[src/rtl/vga_sprite_compositor_pkg.sv]
// -----------------------------------------------------------------------------
// vga_pkg
// Shared types and defaults for the VGA sprite compositor.
//   rgb12_t      packed 12-bit colour, r in [11:8], g in [7:4], b in [3:0]
//   hit_state_t  hit-capture FSM states
//   *_DEF        default raster size and layer colours
//   scanline_dim halves every channel (used only when VGA_SCANLINE_EN is set)
// -----------------------------------------------------------------------------
package vga_pkg;

   typedef struct packed {
      logic [3:0] r;
      logic [3:0] g;
      logic [3:0] b;
   } rgb12_t;

   typedef enum logic {
      ARMED    = 1'b0,
      CAPTURED = 1'b1
   } hit_state_t;

   localparam int     H_VISIBLE_DEF   = 640;
   localparam int     V_VISIBLE_DEF   = 480;
   localparam rgb12_t ALIENA_RGB_DEF  = 12'hF0F;
   localparam rgb12_t ALIENB_RGB_DEF  = 12'h0FF;
   localparam rgb12_t PLAYER_RGB_DEF  = 12'h0F0;
   localparam rgb12_t MISSILE_RGB_DEF = 12'hFF0;
   localparam rgb12_t BG_RGB_DEF      = 12'h000;

   function automatic rgb12_t scanline_dim(input rgb12_t c);
      rgb12_t d;
      d.r = c.r >> 1;
      d.g = c.g >> 1;
      d.b = c.b >> 1;
      return d;
   endfunction

endpackage

[src/rtl/vga_sprite_compositor_if.sv]
// -----------------------------------------------------------------------------
// vga_sprite_compositor_if
// Hit-report handshake between the compositor and the game-control peripheral.
//   hit_valid   record pending (compositor -> firmware)
//   hit_row     row of the captured hit
//   hit_column  column of the captured hit
//   hit_ack     record consumed (firmware -> compositor)
// Modports: master = compositor side, slave = consumer side.
// -----------------------------------------------------------------------------
interface vga_sprite_compositor_if;

   logic        hit_valid;
   logic [11:0] hit_row;
   logic [11:0] hit_column;
   logic        hit_ack;

   modport master (output hit_valid, output hit_row, output hit_column, input hit_ack);
   modport slave  (input hit_valid, input hit_row, input hit_column, output hit_ack);

endinterface

[src/rtl/vga_layer_mux.sv]
// -----------------------------------------------------------------------------
// vga_layer_mux
// Combinational fixed-priority layer select:
//   missile > player > alienB > alienA > background; blanked to 0 outside
//   the visible area. A layer is on when its bounding box is active and its
//   pixel is non-zero.
// Ports:
//   i_video_on             visible-area flag
//   i_*_pix / i_*_active   per-layer pixel and bounding box
//   o_rgb                  selected colour
// -----------------------------------------------------------------------------
module vga_layer_mux
   import vga_pkg::*;
#(
   parameter rgb12_t ALIENA_RGB  = ALIENA_RGB_DEF,
   parameter rgb12_t ALIENB_RGB  = ALIENB_RGB_DEF,
   parameter rgb12_t PLAYER_RGB  = PLAYER_RGB_DEF,
   parameter rgb12_t MISSILE_RGB = MISSILE_RGB_DEF,
   parameter rgb12_t BG_RGB      = BG_RGB_DEF
) (
   input  logic       i_video_on,
   input  logic [3:0] i_aliena_pix,
   input  logic       i_aliena_active,
   input  logic [3:0] i_alienb_pix,
   input  logic       i_alienb_active,
   input  logic [3:0] i_player_pix,
   input  logic       i_player_active,
   input  logic [3:0] i_missile_pix,
   input  logic       i_missile_active,
   output rgb12_t     o_rgb
);

   always_comb begin
      // NOTE: o_rgb gets a value before any branch so no path leaves it unassigned (no latch).
      o_rgb = BG_RGB;
      if (!i_video_on)
         o_rgb = '0;
      else if (i_missile_active && (i_missile_pix != 4'd0))
         o_rgb = MISSILE_RGB;
      else if (i_player_active && (i_player_pix != 4'd0))
         o_rgb = PLAYER_RGB;
      else if (i_alienb_active && (i_alienb_pix != 4'd0))
         o_rgb = ALIENB_RGB;
      else if (i_aliena_active && (i_aliena_pix != 4'd0))
         o_rgb = ALIENA_RGB;
   end

endmodule

[src/rtl/vga_sprite_compositor.sv]
// -----------------------------------------------------------------------------
// vga_sprite_compositor
// Merges alien/player/missile sprite pixels into registered 12-bit VGA colour
// through a 2-stage pipeline (S1: selected colour + syncs, S2: outputs), with
// the syncs delayed identically. Captures the first missile/alienB overlap of
// each frame and reports it over a valid/ack handshake.
// Ports:
//   clk, rst                     pixel clock, synchronous active-high reset
//   pixel_row/pixel_column       raster position from the timing generator
//   video_on, hsync_in, vsync_in visible flag and active-low syncs
//   alien*/player/missile        per-layer pixel and bounding-box inputs
//   vga_r/vga_g/vga_b            colour outputs
//   hsync_out/vsync_out          syncs delayed to match colour
//   hit_bus (master)             hit_valid/hit_row/hit_column out, hit_ack in
//   hit_drop_count               saturating count of hits lost while pending
//   frame_tick                   one-cycle pulse per frame
// Optional: define VGA_SCANLINE_EN to halve colour on odd rows.
// -----------------------------------------------------------------------------
module vga_sprite_compositor
   import vga_pkg::*;
#(
   parameter int     H_VISIBLE   = H_VISIBLE_DEF,
   parameter int     V_VISIBLE   = V_VISIBLE_DEF,
   parameter rgb12_t ALIENA_RGB  = ALIENA_RGB_DEF,
   parameter rgb12_t ALIENB_RGB  = ALIENB_RGB_DEF,
   parameter rgb12_t PLAYER_RGB  = PLAYER_RGB_DEF,
   parameter rgb12_t MISSILE_RGB = MISSILE_RGB_DEF,
   parameter rgb12_t BG_RGB      = BG_RGB_DEF
) (
   input  logic                            clk,
   input  logic                            rst,
   input  logic [11:0]                     pixel_row,
   input  logic [11:0]                     pixel_column,
   input  logic                            video_on,
   input  logic                            hsync_in,
   input  logic                            vsync_in,
   input  logic [3:0]                      alienA_pix,
   input  logic                            alienA_active,
   input  logic [3:0]                      alienB_pix,
   input  logic                            alienB_active,
   input  logic [3:0]                      player_pix,
   input  logic                            player_active,
   input  logic [3:0]                      missile_pix,
   input  logic                            missile_active,
   output logic [3:0]                      vga_r,
   output logic [3:0]                      vga_g,
   output logic [3:0]                      vga_b,
   output logic                            hsync_out,
   output logic                            vsync_out,
   vga_sprite_compositor_if.master         hit_bus,
   output logic [7:0]                      hit_drop_count,
   output logic                            frame_tick
);

   rgb12_t     w_mux_rgb;
   rgb12_t     w_s1_rgb;
   rgb12_t     r_s1_rgb;
   rgb12_t     r_s2_rgb;
   logic       r_s1_hs, r_s1_vs;
   logic       r_s2_hs, r_s2_vs;
   hit_state_t r_state;
   logic       r_hit_valid;
   logic [11:0] r_hit_row, r_hit_column;
   logic [7:0] r_drop_count;
   logic       r_frame_tick;
   logic       w_overlap;
   logic       w_capture;

   vga_layer_mux #(
      .ALIENA_RGB  (ALIENA_RGB),
      .ALIENB_RGB  (ALIENB_RGB),
      .PLAYER_RGB  (PLAYER_RGB),
      .MISSILE_RGB (MISSILE_RGB),
      .BG_RGB      (BG_RGB)
   ) u_layer_mux (
      .i_video_on       (video_on),
      .i_aliena_pix     (alienA_pix),
      .i_aliena_active  (alienA_active),
      .i_alienb_pix     (alienB_pix),
      .i_alienb_active  (alienB_active),
      .i_player_pix     (player_pix),
      .i_player_active  (player_active),
      .i_missile_pix    (missile_pix),
      .i_missile_active (missile_active),
      .o_rgb            (w_mux_rgb)
   );

`ifdef VGA_SCANLINE_EN
   assign w_s1_rgb = pixel_row[0] ? scanline_dim(w_mux_rgb) : w_mux_rgb;
`else
   assign w_s1_rgb = w_mux_rgb;
`endif

   // Colour/sync pipeline. Syncs are active-low, so they reset high.
   always_ff @(posedge clk) begin
      // NOTE: sequential state uses non-blocking assignments so every register samples pre-edge values.
      if (rst) begin
         r_s1_rgb <= '0;
         r_s1_hs  <= 1'b1;
         r_s1_vs  <= 1'b1;
         r_s2_rgb <= '0;
         r_s2_hs  <= 1'b1;
         r_s2_vs  <= 1'b1;
      end else begin
         r_s1_rgb <= w_s1_rgb;
         r_s1_hs  <= hsync_in;
         r_s1_vs  <= vsync_in;
         r_s2_rgb <= r_s1_rgb;
         r_s2_hs  <= r_s1_hs;
         r_s2_vs  <= r_s1_vs;
      end
   end

   // The raster bounds check only guards against a timing generator that
   // asserts video_on outside the visible window; normally it is redundant.
   assign w_overlap = missile_active && (missile_pix != 4'd0) &&
                      alienB_active  && (alienB_pix  != 4'd0) &&
                      video_on &&
                      (pixel_row    < 12'(V_VISIBLE)) &&
                      (pixel_column < 12'(H_VISIBLE));
   assign w_capture = (r_state == ARMED) && w_overlap;

   // Hit FSM, record handshake, drop counter and frame tick. The FSM re-arms
   // on the registered tick, which always falls in blanking, so it can never
   // coincide with a capture.
   always_ff @(posedge clk) begin
      if (rst) begin
         r_state      <= ARMED;
         r_hit_valid  <= 1'b0;
         r_hit_row    <= '0;
         r_hit_column <= '0;
         r_drop_count <= '0;
         r_frame_tick <= 1'b0;
      end else begin
         r_frame_tick <= (pixel_row == 12'(V_VISIBLE)) && (pixel_column == 12'd0);

         case (r_state)
            ARMED:    if (w_overlap)    r_state <= CAPTURED;
            CAPTURED: if (r_frame_tick) r_state <= ARMED;
            default:                    r_state <= ARMED;
         endcase

         if (w_capture) begin
            // An ack in the same cycle frees the slot, so the new record wins.
            if (!r_hit_valid || hit_bus.hit_ack) begin
               r_hit_valid  <= 1'b1;
               r_hit_row    <= pixel_row;
               r_hit_column <= pixel_column;
            end else if (r_drop_count != 8'hFF) begin
               r_drop_count <= r_drop_count + 8'd1;
            end
         end else if (r_hit_valid && hit_bus.hit_ack) begin
            r_hit_valid <= 1'b0;
         end
      end
   end

   assign vga_r              = r_s2_rgb.r;
   assign vga_g              = r_s2_rgb.g;
   assign vga_b              = r_s2_rgb.b;
   assign hsync_out          = r_s2_hs;
   assign vsync_out          = r_s2_vs;
   assign hit_bus.hit_valid  = r_hit_valid;
   assign hit_bus.hit_row    = r_hit_row;
   assign hit_bus.hit_column = r_hit_column;
   assign hit_drop_count     = r_drop_count;
   assign frame_tick         = r_frame_tick;

endmodule

[src/flat_wrapper.sv]
// flat-port wrapper written by rule: the top's interface ports become plain ports
module vga_sprite_compositor_flat import vga_pkg::*;
#(
   parameter int     H_VISIBLE   = H_VISIBLE_DEF,
   parameter int     V_VISIBLE   = V_VISIBLE_DEF,
   parameter rgb12_t ALIENA_RGB  = ALIENA_RGB_DEF,
   parameter rgb12_t ALIENB_RGB  = ALIENB_RGB_DEF,
   parameter rgb12_t PLAYER_RGB  = PLAYER_RGB_DEF,
   parameter rgb12_t MISSILE_RGB = MISSILE_RGB_DEF,
   parameter rgb12_t BG_RGB      = BG_RGB_DEF
)
  (clk, rst, pixel_row, pixel_column, video_on, hsync_in, vsync_in, alienA_pix, alienA_active, alienB_pix, alienB_active, player_pix, player_active, missile_pix, missile_active, vga_r, vga_g, vga_b, hsync_out, vsync_out, hit_drop_count, frame_tick, hit_bus_hit_valid, hit_bus_hit_row, hit_bus_hit_column, hit_bus_hit_ack);
  vga_sprite_compositor_if hit_bus_i ();
  input  logic clk;
  input  logic rst;
  input  logic [11:0] pixel_row;
  input  logic [11:0] pixel_column;
  input  logic video_on;
  input  logic hsync_in;
  input  logic vsync_in;
  input  logic [3:0] alienA_pix;
  input  logic alienA_active;
  input  logic [3:0] alienB_pix;
  input  logic alienB_active;
  input  logic [3:0] player_pix;
  input  logic player_active;
  input  logic [3:0] missile_pix;
  input  logic missile_active;
  output logic [3:0] vga_r;
  output logic [3:0] vga_g;
  output logic [3:0] vga_b;
  output logic hsync_out;
  output logic vsync_out;
  output logic [7:0] hit_drop_count;
  output logic frame_tick;
  output wire logic [$bits(hit_bus_i.hit_valid)-1:0] hit_bus_hit_valid;
  output wire logic [$bits(hit_bus_i.hit_row)-1:0] hit_bus_hit_row;
  output wire logic [$bits(hit_bus_i.hit_column)-1:0] hit_bus_hit_column;
  input wire logic [$bits(hit_bus_i.hit_ack)-1:0] hit_bus_hit_ack;
  assign hit_bus_hit_valid = hit_bus_i.hit_valid;
  assign hit_bus_hit_row = hit_bus_i.hit_row;
  assign hit_bus_hit_column = hit_bus_i.hit_column;
  assign hit_bus_i.hit_ack = hit_bus_hit_ack;
  vga_sprite_compositor #(.H_VISIBLE(H_VISIBLE), .V_VISIBLE(V_VISIBLE), .ALIENA_RGB(ALIENA_RGB), .ALIENB_RGB(ALIENB_RGB), .PLAYER_RGB(PLAYER_RGB), .MISSILE_RGB(MISSILE_RGB), .BG_RGB(BG_RGB)) u_core (.clk(clk), .rst(rst), .pixel_row(pixel_row), .pixel_column(pixel_column), .video_on(video_on), .hsync_in(hsync_in), .vsync_in(vsync_in), .alienA_pix(alienA_pix), .alienA_active(alienA_active), .alienB_pix(alienB_pix), .alienB_active(alienB_active), .player_pix(player_pix), .player_active(player_active), .missile_pix(missile_pix), .missile_active(missile_active), .vga_r(vga_r), .vga_g(vga_g), .vga_b(vga_b), .hsync_out(hsync_out), .vsync_out(vsync_out), .hit_bus(hit_bus_i), .hit_drop_count(hit_drop_count), .frame_tick(frame_tick));
endmodule
[config.mk]
export PLATFORM = sky130hd
export DESIGN_NAME = vga_sprite_compositor_flat
export DESIGN_NICKNAME = d
export VERILOG_FILES = /design/src/rtl/vga_sprite_compositor_pkg.sv /design/src/rtl/vga_sprite_compositor_if.sv /design/src/rtl/vga_layer_mux.sv /design/src/rtl/vga_sprite_compositor.sv /design/src/flat_wrapper.sv
export SDC_FILE = /design/constraint.sdc
export NUM_CORES = 1
export LEC_CHECK = 0
export BUFFER_PORTS_ARGS = -buffer_cell sky130_fd_sc_hd__buf_2
export CORE_UTILIZATION = 44
export CTS_CLUSTER_DIAMETER = 150
export CTS_CLUSTER_SIZE = 8
export DETAILED_ROUTE_END_ITERATION = 8
export GPL_TIMING_DRIVEN = 0
export PLACE_DENSITY = 0.78
export SYNTH_ARGS = -nofsm -noshare
export SYNTH_HDL_FRONTEND = slang
export SYNTH_SLANG_ARGS = --single-unit
[constraint.sdc]
create_clock -name clk -period 2.2 [get_ports clk]
set_input_delay 0 -clock clk [delete_from_list [all_inputs] [get_ports clk]]
set_output_delay 0 -clock clk [all_outputs]
set_load 0.03 [all_outputs]
Word level (Yosys, flattened, before mapping)
Cells that the tools add are included.
Widths: inputs -> output; s select.
{"block": "totals", "register_bits": 63, "n_memories": 0, "rom_bits": 0, "input_bits": 50, "elab_cells": 60, "ram_bits": 0, "latchBits": 0, "output_inout_bits": 48}
{"block": "classes", "n_reduce_logical": 25, "add_sub_neg": 1, "bitwise_logic": 3, "order_cmp": 2, "muxes": 10, "n_eq_ne": 3, "div_mod_pow": 0, "multipliers": 0, "n_shift": 0}
{"cell": "$mux 12", "count": 4}
{"cell": "$reduce_bool 4->1", "count": 4}
{"cell": "$eq 12x9->1 const B", "count": 1}
{"cell": "$logic_and 1x1->1", "count": 12}
{"cell": "$logic_not 12->1", "count": 1}
{"cell": "$lt 12x10->1 const B", "count": 1}
{"cell": "$lt 12x9->1 const B", "count": 1}
{"cell": "$add 8x1->8 const B", "count": 1}
{"cell": "$ne 8x8->1 const B", "count": 1}
{"cell": "$mux 1", "count": 5}
{"cell": "$reduce_and 2->1", "count": 2}
{"cell": "$reduce_or 4->1", "count": 1}
{"cell": "$not 1->1", "count": 3}
{"cell": "$reduce_and 3->1", "count": 1}
{"cell": "$ne 2x2->1 const B", "count": 1}
{"cell": "$pmux 1 s2", "count": 1}
{"cell": "$reduce_bool 2->1", "count": 1}
{"cell": "$reduce_or 2->1", "count": 1}
{"cell": "$logic_not 1->1", "count": 1}
{"cell": "$logic_or 1x1->1", "count": 1}

Logic depth before layout (Yosys ltp)
Gate-level depths: netlist of the first run.
{"block": "depth", "word_depth": 10, "ltp_mapped": 7, "ltp_nobuf": 6}

Cells and area by module
From an unflattened synthesis of the first run, not the netlist that was laid out.
{"block": "unflattened", "hier_cells": 262, "area_unflattened_um2": 2573.7}
{"module": "vga_sprite_compositor", "instances": 1, "area_each_um2": 2382.3, "cells_per_inst": 242, "seq_area_each_um2": 1261.2}
{"module": "vga_layer_mux", "instances": 1, "area_each_um2": 191.4, "cells_per_inst": 20, "seq_area_each_um2": 0.0}

Worst setup path after synthesis of the first run
No wires, ideal clock.
{"block": "synth_path", "path_kind": "flip-flop to flip-flop", "start": "reg u_core.r_drop_count[0], in the netlist u_core.hit_drop_count[0]", "end": "reg u_core.r_drop_count[4], in the netlist u_core.hit_drop_count[4]", "path_stages_with_launch": 7, "slack_ns": 0.253, "synth_period_minus_slack_ns": 1.947, "required_time_ns": 2.079, "path_buffers": 1, "setup_time_ns": 0.121, "arrival_ns": 1.826, "cell_sequence": "dfxtp_1 ha_1 a41oi_1 and4_1 buf_6 nand4_1 mux2_4"}
{"block": "synth_via", "elab_chain_cells": 2, "word_cells_on_any_way": 3, "classes_between": "add/sub (1); eq/ne (1); reduce/logical (1)"}
{"element": "start: declaration", "line": "vga_sprite_compositor.sv:64", "rtl": "logic [7:0] r_drop_count;"}
{"element": "start signal: assignment", "line": "vga_sprite_compositor.sv:150", "rtl": "r_drop_count <= r_drop_count + 8'd1;"}
{"element": "parallel branches: the longest is 2 deep, another holds $add 8x1->8"}
Several ways; the timed one is not identified.
A chain may end at the register's enable or synchronous reset.

Worst setup path in the final report of the first run
Ends and elaborated chain as after synthesis.

==> impl_results.md, run 1 <==
- Outcome: complete, no violations
- Root buffer cell: clkbuf_8
- Final hold viol count: 0
- Routed Antenna Nets: 0
- Clk sinks: 45
- Crit-path slowest cell: a41oi_1
- Core area: 4000 sq um
- Max_slew headroom: 65.29%
- Ys Warns: 0
- I/O pins: 98
- Input/output buffers: 97
- Worst path bufs/invs: 1
- Filler cells: 331
- RD Place Congestion: 0.7882
- TritonCTS clock tree: built
- WL/cell: 12.38 um
- Clk Latency, worst-skew pair: 290 ps
- Initial antenna violation count: 0
- Global Route Usage Sum: 21.65%
- TNS Setup: 0 ps
- Crit Path Max Fanout: 5
- Setup violators final: 0
- Clock-pin slew on the worst setup and hold paths: 80 ps
- Post-synth ARST share: 0%
- Die width: 66.59 um
- Postcts setup bufs: 0
- Most common flop cell mapped by yosys: dfxtp_1
- Most frequent cells after synthesis: dfxtp_1, nand2_1, a21oi_1
- Post-Route Skew: 6.971 ps
- CP top delay family: compound AO/OA/AOI/OAI gates
- Drt drc: 0
- DR vias: 1861
- Vias in the first global route: 1665
- Flops & latches, synth: 45
- Post-Route WL: 4681 um
- Post-synthesis cell type count: 43
- Design Power: 1.630 mW
- Final min period: 1995 ps
- Pwr dens: 596.4 nW/um^2
- Pre-Repair DR Iteration Count: 4
- WP data arrival: 2180 ps
- Clock H-tree levels: 2
- Initial DRC count: 62
- Post_cts resized: 0
- # nets final: 378
- Hold Crit Class: primary input to register
- Most numerous cell in the Yosys netlist: dfxtp_1
- EDFF count, synth: 0
- ANT cells: 0
- Worst slew pin tran: 513.9 ps
- Synth area leader: dfxtp_1
- # rows: 23
- Setup CP Type: register to register
- Max cap viols: 0
- CP required: 2380 ps
- RSZ-0062 raised after global routing: no
- Clock power share: 39.4%
- P_int: 1.277 mW
- Largest net degree at the start of global routing: 15
- Seq/Total Area, Yosys: 49.08%
- Die area: 4434 sq um
- Starting Density: 45.89%
- Worst Setup End Kind: register
- CTS max path bufs: 2
- Slew Limit Fails: 0
- Fraction of layout cells with a size suffix above 1: 39.94%
- Die H: 66.59 um
- Syn Area/Cell: 9.178 sq um
- HPWL Detailed: 3268 um
- First-pass GRT wire length: 7203 um
- Highest Clock Rate: 0.5012 GHz
- Worst-path cell chain: ha_1, a41oi_1, and4_1, buf_6, nand4_1, mux2_4
- Final critical-path share of the clock period: 90.70%
- VDD IR-drop max: 414.4 uV
- Sw Share: 21.70%
- NetSw: 353.8 uW
- Leakage Power: 1.259 nW
- Area Growth Syn to Fin: 48.94%
- Seq pwr share: 50.6%
- Syn_nets: 251
- Vias per std cell: 4.923
- Worst Setup Start Kind: register
- Post-Synthesis Cells: 200
- Syn Std Cell Area: 1836 sq um
- Top cell type's share of synthesized area: 49.08%
- Gr ovfl total: 0
- Comb pwr share: 10.0%
- Crit path largest cell delay: 440 ps
- Cts bufs inserted: 5
- Hold_buf cts: 23
- Area contributors post-synth: dfxtp_1, nand2_1, a21oi_1, buf_4, and2_1
-- per-layer routing --
layer | wire (um) | global-route usage (%)
met2 | 2353 | 37.37
met4 | 55 | 8.777
met5 | 0 | 0
met3 | 281 | 6.336
met1 | 1990 | 24.68
-- worst paths after layout --
| path | startpoint | to | slack, ps | depth (start not counted) |
|---|---|---|---|---|
| setup / recovery | u_core.hit_drop_count[0]$_SDFFE_PP0P_ | u_core.hit_drop_count[4]$_SDFFE_PP0P_ | 200 | 6 |
| hold / removal | alienB_active | u_core.r_s1_rgb[2]$_SDFF_PP0_ | 10 | 3 |
| hold reg to reg | u_core.r_s1_hs$_SDFF_PP1_ | u_core.hsync_out$_SDFF_PP1_ | 410 | 1 |
| setup reg to reg | u_core.hit_drop_count[0]$_SDFFE_PP0P_ | u_core.hit_drop_count[4]$_SDFFE_PP0P_ | 200 | 6 |
-- cell type report --
class	count	area, sq um	share of cell area [%]
Buffer	18	113.9	4.165
Clock buffer	6	82.58	3.021
Clock inverter	2	37.54	1.373
Inverter	1	3.754	0.1373
Multi-Input combinational cell	136	817.0	29.89
Sequential cell	45	900.9	32.95
Tap cell	50	62.56	2.288
Timing Repair Buffer	120	715.7	26.18
-- per-stage QoR --
| stage | utilization (%) | area, sq um | hold slack, ps | setup slack [ps] | instances |
|---|---|---|---|---|---|
| 2_1_floorplan | - | 1836 | 103.8 | 252.8 | 200 |
| 3_3_place_gp | 59.59 | 2384 | 186.4 | 277.2 | 347 |
| 3_5_place_dp | 59.59 | 2384 | 184.4 | 246.1 | 347 |
| 4_1_cts | 68.35 | 2734 | 3.800 | 205.9 | 378 |
| 5_1_grt | 68.35 | 2734 | 11.52 | 126.5 | 378 |
| 6_report | 68.35 | 2734 | 9.840 | 204.7 | 378 |
-- cells in the final DEF, fill, tap and decap left out, types with 2 or more instances in the layout --
cell type      count
nand2_1           41
o41ai_1            2
and4_1             3
nand4_1            5
and2_1             6
buf_4              9
buf_2            101
or4_1              2
a21oi_1           24
nand2b_1           3
dlygate4sd3_1     23
dfxtp_1           45
nor2_1             5
xnor2_1            3
clkbuf_8           6
or2_2              4
clkbuf_1           4
o41ai_2            2
nand3_1            4
nor2b_1            6
nor4_1             4
-- power by group through the flow --
| stage | Sequential, mW | Combinational [mW] | Clock [mW] |
|---|---|---|---|
| floorplan | 0.851 | 0.0544 | 0 |
| global placement | 0.844 | 0.129 | 0 |
| detailed placement | 0.844 | 0.131 | 0 |
| CTS | 0.825 | 0.162 | 0.654 |
| global route | 0.826 | 0.175 | 0.691 |
| finish | 0.824 | 0.163 | 0.643 |
-- kinds of logic (layout without fill, tap and decap cells) --
| logic type | after synthesis | count (layout) | share of synthesized area (%) |
|---|---|---|---|
| flip-flops | 45 | 45 | 49.08 |
| XOR/XNOR | 4 | 4 | 1.909 |
| adder cells (fa/ha/maj) | 1 | 1 | 0.6816 |
| AND/OR/NAND/NOR | 95 | 95 | 28.84 |
| multiplexers | 2 | 2 | 1.363 |
| buffers and inverters | 19 | 147 | 6.407 |
| AO/OA/AOI/OAI | 34 | 34 | 11.73 |
-- worst min-delay path, cell delays in order --
cell	delay [ps]
buf_2	100
o41ai_2	80
a211oi_1	70
-- state kept, by name (all words and copies together), names as in the netlist, 3 cells and up --
register,count
u_core.r_s1_rgb,3
u_core.hit_bus.hit_row,12
u_core.hit_bus.hit_column,12
u_core.hit_drop_count,8
No activity file was read; power rests on OpenSTA's default activity.
==> run 2: changes to the inputs <==
--- a/config.mk
+++ b/config.mk
@@ -6,6 +6,7 @@
 export NUM_CORES = 1
 export LEC_CHECK = 0
 export BUFFER_PORTS_ARGS = -buffer_cell sky130_fd_sc_hd__buf_2
+export CORE_MARGIN = 10
 export CORE_UTILIZATION = 44
 export CTS_CLUSTER_DIAMETER = 150
 export CTS_CLUSTER_SIZE = 8
==> impl_results.md, run 2 (same netlist as run 1, synthesis figures left out) <==
- Clk sinks: 45 (unchanged)
- Final Core Density: 68.45% (was 68.35%)
- NetSw: 349.3 uW (was 353.8 uW)
- Initial antenna violation count: 0 (unchanged)
- Leakage Power: 1.280 nW (was 1.259 nW)
- RSZ-0062 raised after global routing: no (unchanged)
- Clock-pin slew on the worst setup and hold paths: 80 ps (about the same)
- Post-Route Skew: 4.140 ps (was 6.971 ps)
- WL/cell: 14.98 um (was 12.38 um)
- Die H: 84.59 um (was 66.59 um)
- Input/output buffers: 97 (unchanged)
- # rows: 23 (unchanged)
- Core area: 4029 sq um (was 4000 sq um)
- Post_cts resized: 0 (unchanged)
- Setup CP Type: primary input to register (was register to register)
- Pwr dens: 576.1 nW/um^2 (was 596.4 nW/um^2)
- Seq pwr share: 51.9% (was 50.6%)
- Sw Share: 21.99% (was 21.70%)
- Post-Route WL: 5706 um (was 4681 um)
- VDD IR-drop max: 328.5 uV (was 414.4 uV)
- Filler cells: 354 (was 331)
- Hold path startpoint: video_on (was alienB_active)
- WP data arrival: 2360 ps (was 2180 ps)
- Die area: 7155 sq um (was 4434 sq um)
- TNS Setup: 0 ps (unchanged)
- RD Place Congestion: 0.8006 (was 0.7882)
- I/O pins: 98 (unchanged)
- Worst Setup End Kind: register (unchanged)
- Vias in the first global route: 2106 (was 1665)
- # nets final: 382 (was 378)
- Setup violators final: 0 (unchanged)
- TritonCTS clock tree: built (unchanged)
- DR vias: 1898 (was 1861)
- Most frequent cells in the layout: buf_2, dfxtp_1, nand2_1 (unchanged)
- Routed Antenna Nets: 0 (unchanged)
- Fraction of layout cells with a size suffix above 1: 39.27% (was 39.94%)
- Crit Path Max Fanout: 5 (unchanged)
- Starting Density: 45.56% (was 45.89%)
- Hold Crit Class: primary input to register (unchanged)
- Highest Clock Rate: 0.4724 GHz (was 0.5012 GHz)
- Vias per std cell: 4.982 (was 4.923)
- RR Startpoint: u_core.hit_drop_count[0]$_SDFFE_PP0P_ (unchanged)
- CTS max path bufs: 2 (unchanged)
- Outcome: complete, no violations (unchanged)
- Initial DRC count: 58 (was 62)
- Cts bufs inserted: 5 (unchanged)
- Worst Setup Start Kind: primary input (was register)
- Hold depth: 3 (unchanged)
- Area Growth Syn to Fin: 50.24% (was 48.94%)
- Worst slew pin tran: 563.4 ps (was 513.9 ps)
- R2r endpoint: u_core.hit_drop_count[4]$_SDFFE_PP0P_ (unchanged)
- Max_slew headroom: 62.09% (was 65.29%)
- Reg2reg setup slack: 230 ps (was 200 ps)
- Hold worst-path end: u_core.r_s1_rgb[6]$_SDFF_PP0_ (was u_core.r_s1_rgb[2]$_SDFF_PP0_)
- Largest net degree at the start of global routing: 14 (was 15)
- Root buffer cell: clkbuf_8 (unchanged)
- Final hold viol count: 0 (unchanged)
- Commonest non-fill, non-tap cell in the layout: buf_2 (unchanged)
- Reg2Reg Depth: 6 (unchanged)
- First-pass GRT wire length: 9777 um (was 7203 um)
- Die width: 84.59 um (was 66.59 um)
- Clock H-tree levels: 2 (unchanged)
- Max cap viols: 0 (unchanged)
- Clock power share: 37.6% (was 39.4%)
- Clk Latency, worst-skew pair: 300 ps (was 290 ps)
- Pre-Repair DR Iteration Count: 4 (unchanged)
- CP required: 2450 ps (was 2380 ps)
- P_int: 1.239 mW (was 1.277 mW)
- ANT cells: 0 (unchanged)
- Final min period: 2117 ps (was 1995 ps)
- HPWL Detailed: 4203 um (was 3268 um)
- Slew Limit Fails: 0 (unchanged)
- Final critical-path share of the clock period: 96.22% (was 90.70%)
- Gr ovfl total: 0 (unchanged)
- Drt drc: 0 (unchanged)
- Global Route Usage Sum: 16.35% (was 21.65%)
- Comb pwr share: 10.5% (was 10.0%)
- Postcts setup bufs: 0 (unchanged)
run 2: cell count changes in the layout (fill, tap and decap cells not counted), sizes merged:
| cell | delta |
|---|---|
| clkinvlp | -1 |
| dlygate4sd3 | +4 |
| clkinv | +1 |
| clkbuf | -1 |
run 2: through the flow:
step / instances / power [mW] / setup slack [ps] / area, sq um / hold WS [ps]
after global routing: 381 / 1.651 / 32.67 / 2758 / 32.09
after detailed placement: 347 / 0.9755 / 256.4 / 2384 / 183.6
final: 381 / 1.589 / 83.20 / 2758 / 5.685
after CTS: 381 / 1.600 / 120.7 / 2758 / 1.871
after floorplan: 200 / 0.9050 / 252.8 / 1836 / 103.8
after global placement: 347 / 0.9734 / 279.9 / 2384 / 184.7
run 2: critical path, stage by stage:
cell and delay (ps):
dlygate4sd3_1 540, buf_2 140, nor3_4 250, dlygate4sd3_1 600, nand3_1 70, nor4_1 170, dlygate4sd3_1 580
run 2: timing repair:
| action | 4_1_cts | 5_1_grt |
|---|---|---|
| endpoints found under the hold margin | 24 | 0 |
| hold buffers | 27 | 0 |
| endpoints found under the setup margin | 0 | 0 |
run 2: area by class of cell:
cell class / count / area, sq um / area share, %
well taps: 50 / 62.56 / 2.269
clock inverters: 2 / 35.03 / 1.270
inverters: 1 / 3.754 / 0.1361
flip-flops and latches: 45 / 900.9 / 32.67
plain buffers: 18 / 113.9 / 4.129
multi-input cells: 136 / 817.0 / 29.63
repair buffers: 124 / 755.7 / 27.40
clock buffers: 5 / 68.82 / 2.495
run 2: power groups by stage:
stage | sequential, mW | combinational, mW | clock (mW)
final | 0.824 | 0.168 | 0.597
after global routing | 0.826 | 0.184 | 0.642
after CTS | 0.824 | 0.167 | 0.610
after detailed placement | 0.844 | 0.132 | 0
after global placement | 0.843 | 0.130 | 0
after floorplan | 0.851 | 0.0544 | 0
run 2: worst max path at each step:
stage                     cells past startpoint                                  start  slack [ps]                                    end
final                                         7                          pixel_row[10]          80           u_core.frame_tick$_SDFF_PP0_
after global routing                          7                          pixel_row[10]          30           u_core.frame_tick$_SDFF_PP0_
after CTS                                     7                          pixel_row[10]         120           u_core.frame_tick$_SDFF_PP0_
after detailed placement                      6  u_core.hit_drop_count[0]$_SDFFE_PP0P_         260  u_core.hit_drop_count[4]$_SDFFE_PP0P_
after global placement                        6  u_core.hit_drop_count[0]$_SDFFE_PP0P_         280  u_core.hit_drop_count[4]$_SDFFE_PP0P_
after floorplan                               6  u_core.hit_drop_count[0]$_SDFFE_PP0P_         250  u_core.hit_drop_count[4]$_SDFFE_PP0P_
run 2: layer usage:
| layer | vias to the layer above | global-route usage [%] | share of wire [%] |
|---|---|---|---|
| li1 | 948 | - | - |
| met2 | 60 | 29.31 | 52 |
| met3 | 11 | 6.377 | 8.8 |
| met4 | 0 | 6.737 | 1.9 |
| met5 | - | 0 | 0 |
| met1 | 879 | 16.47 | 37 |
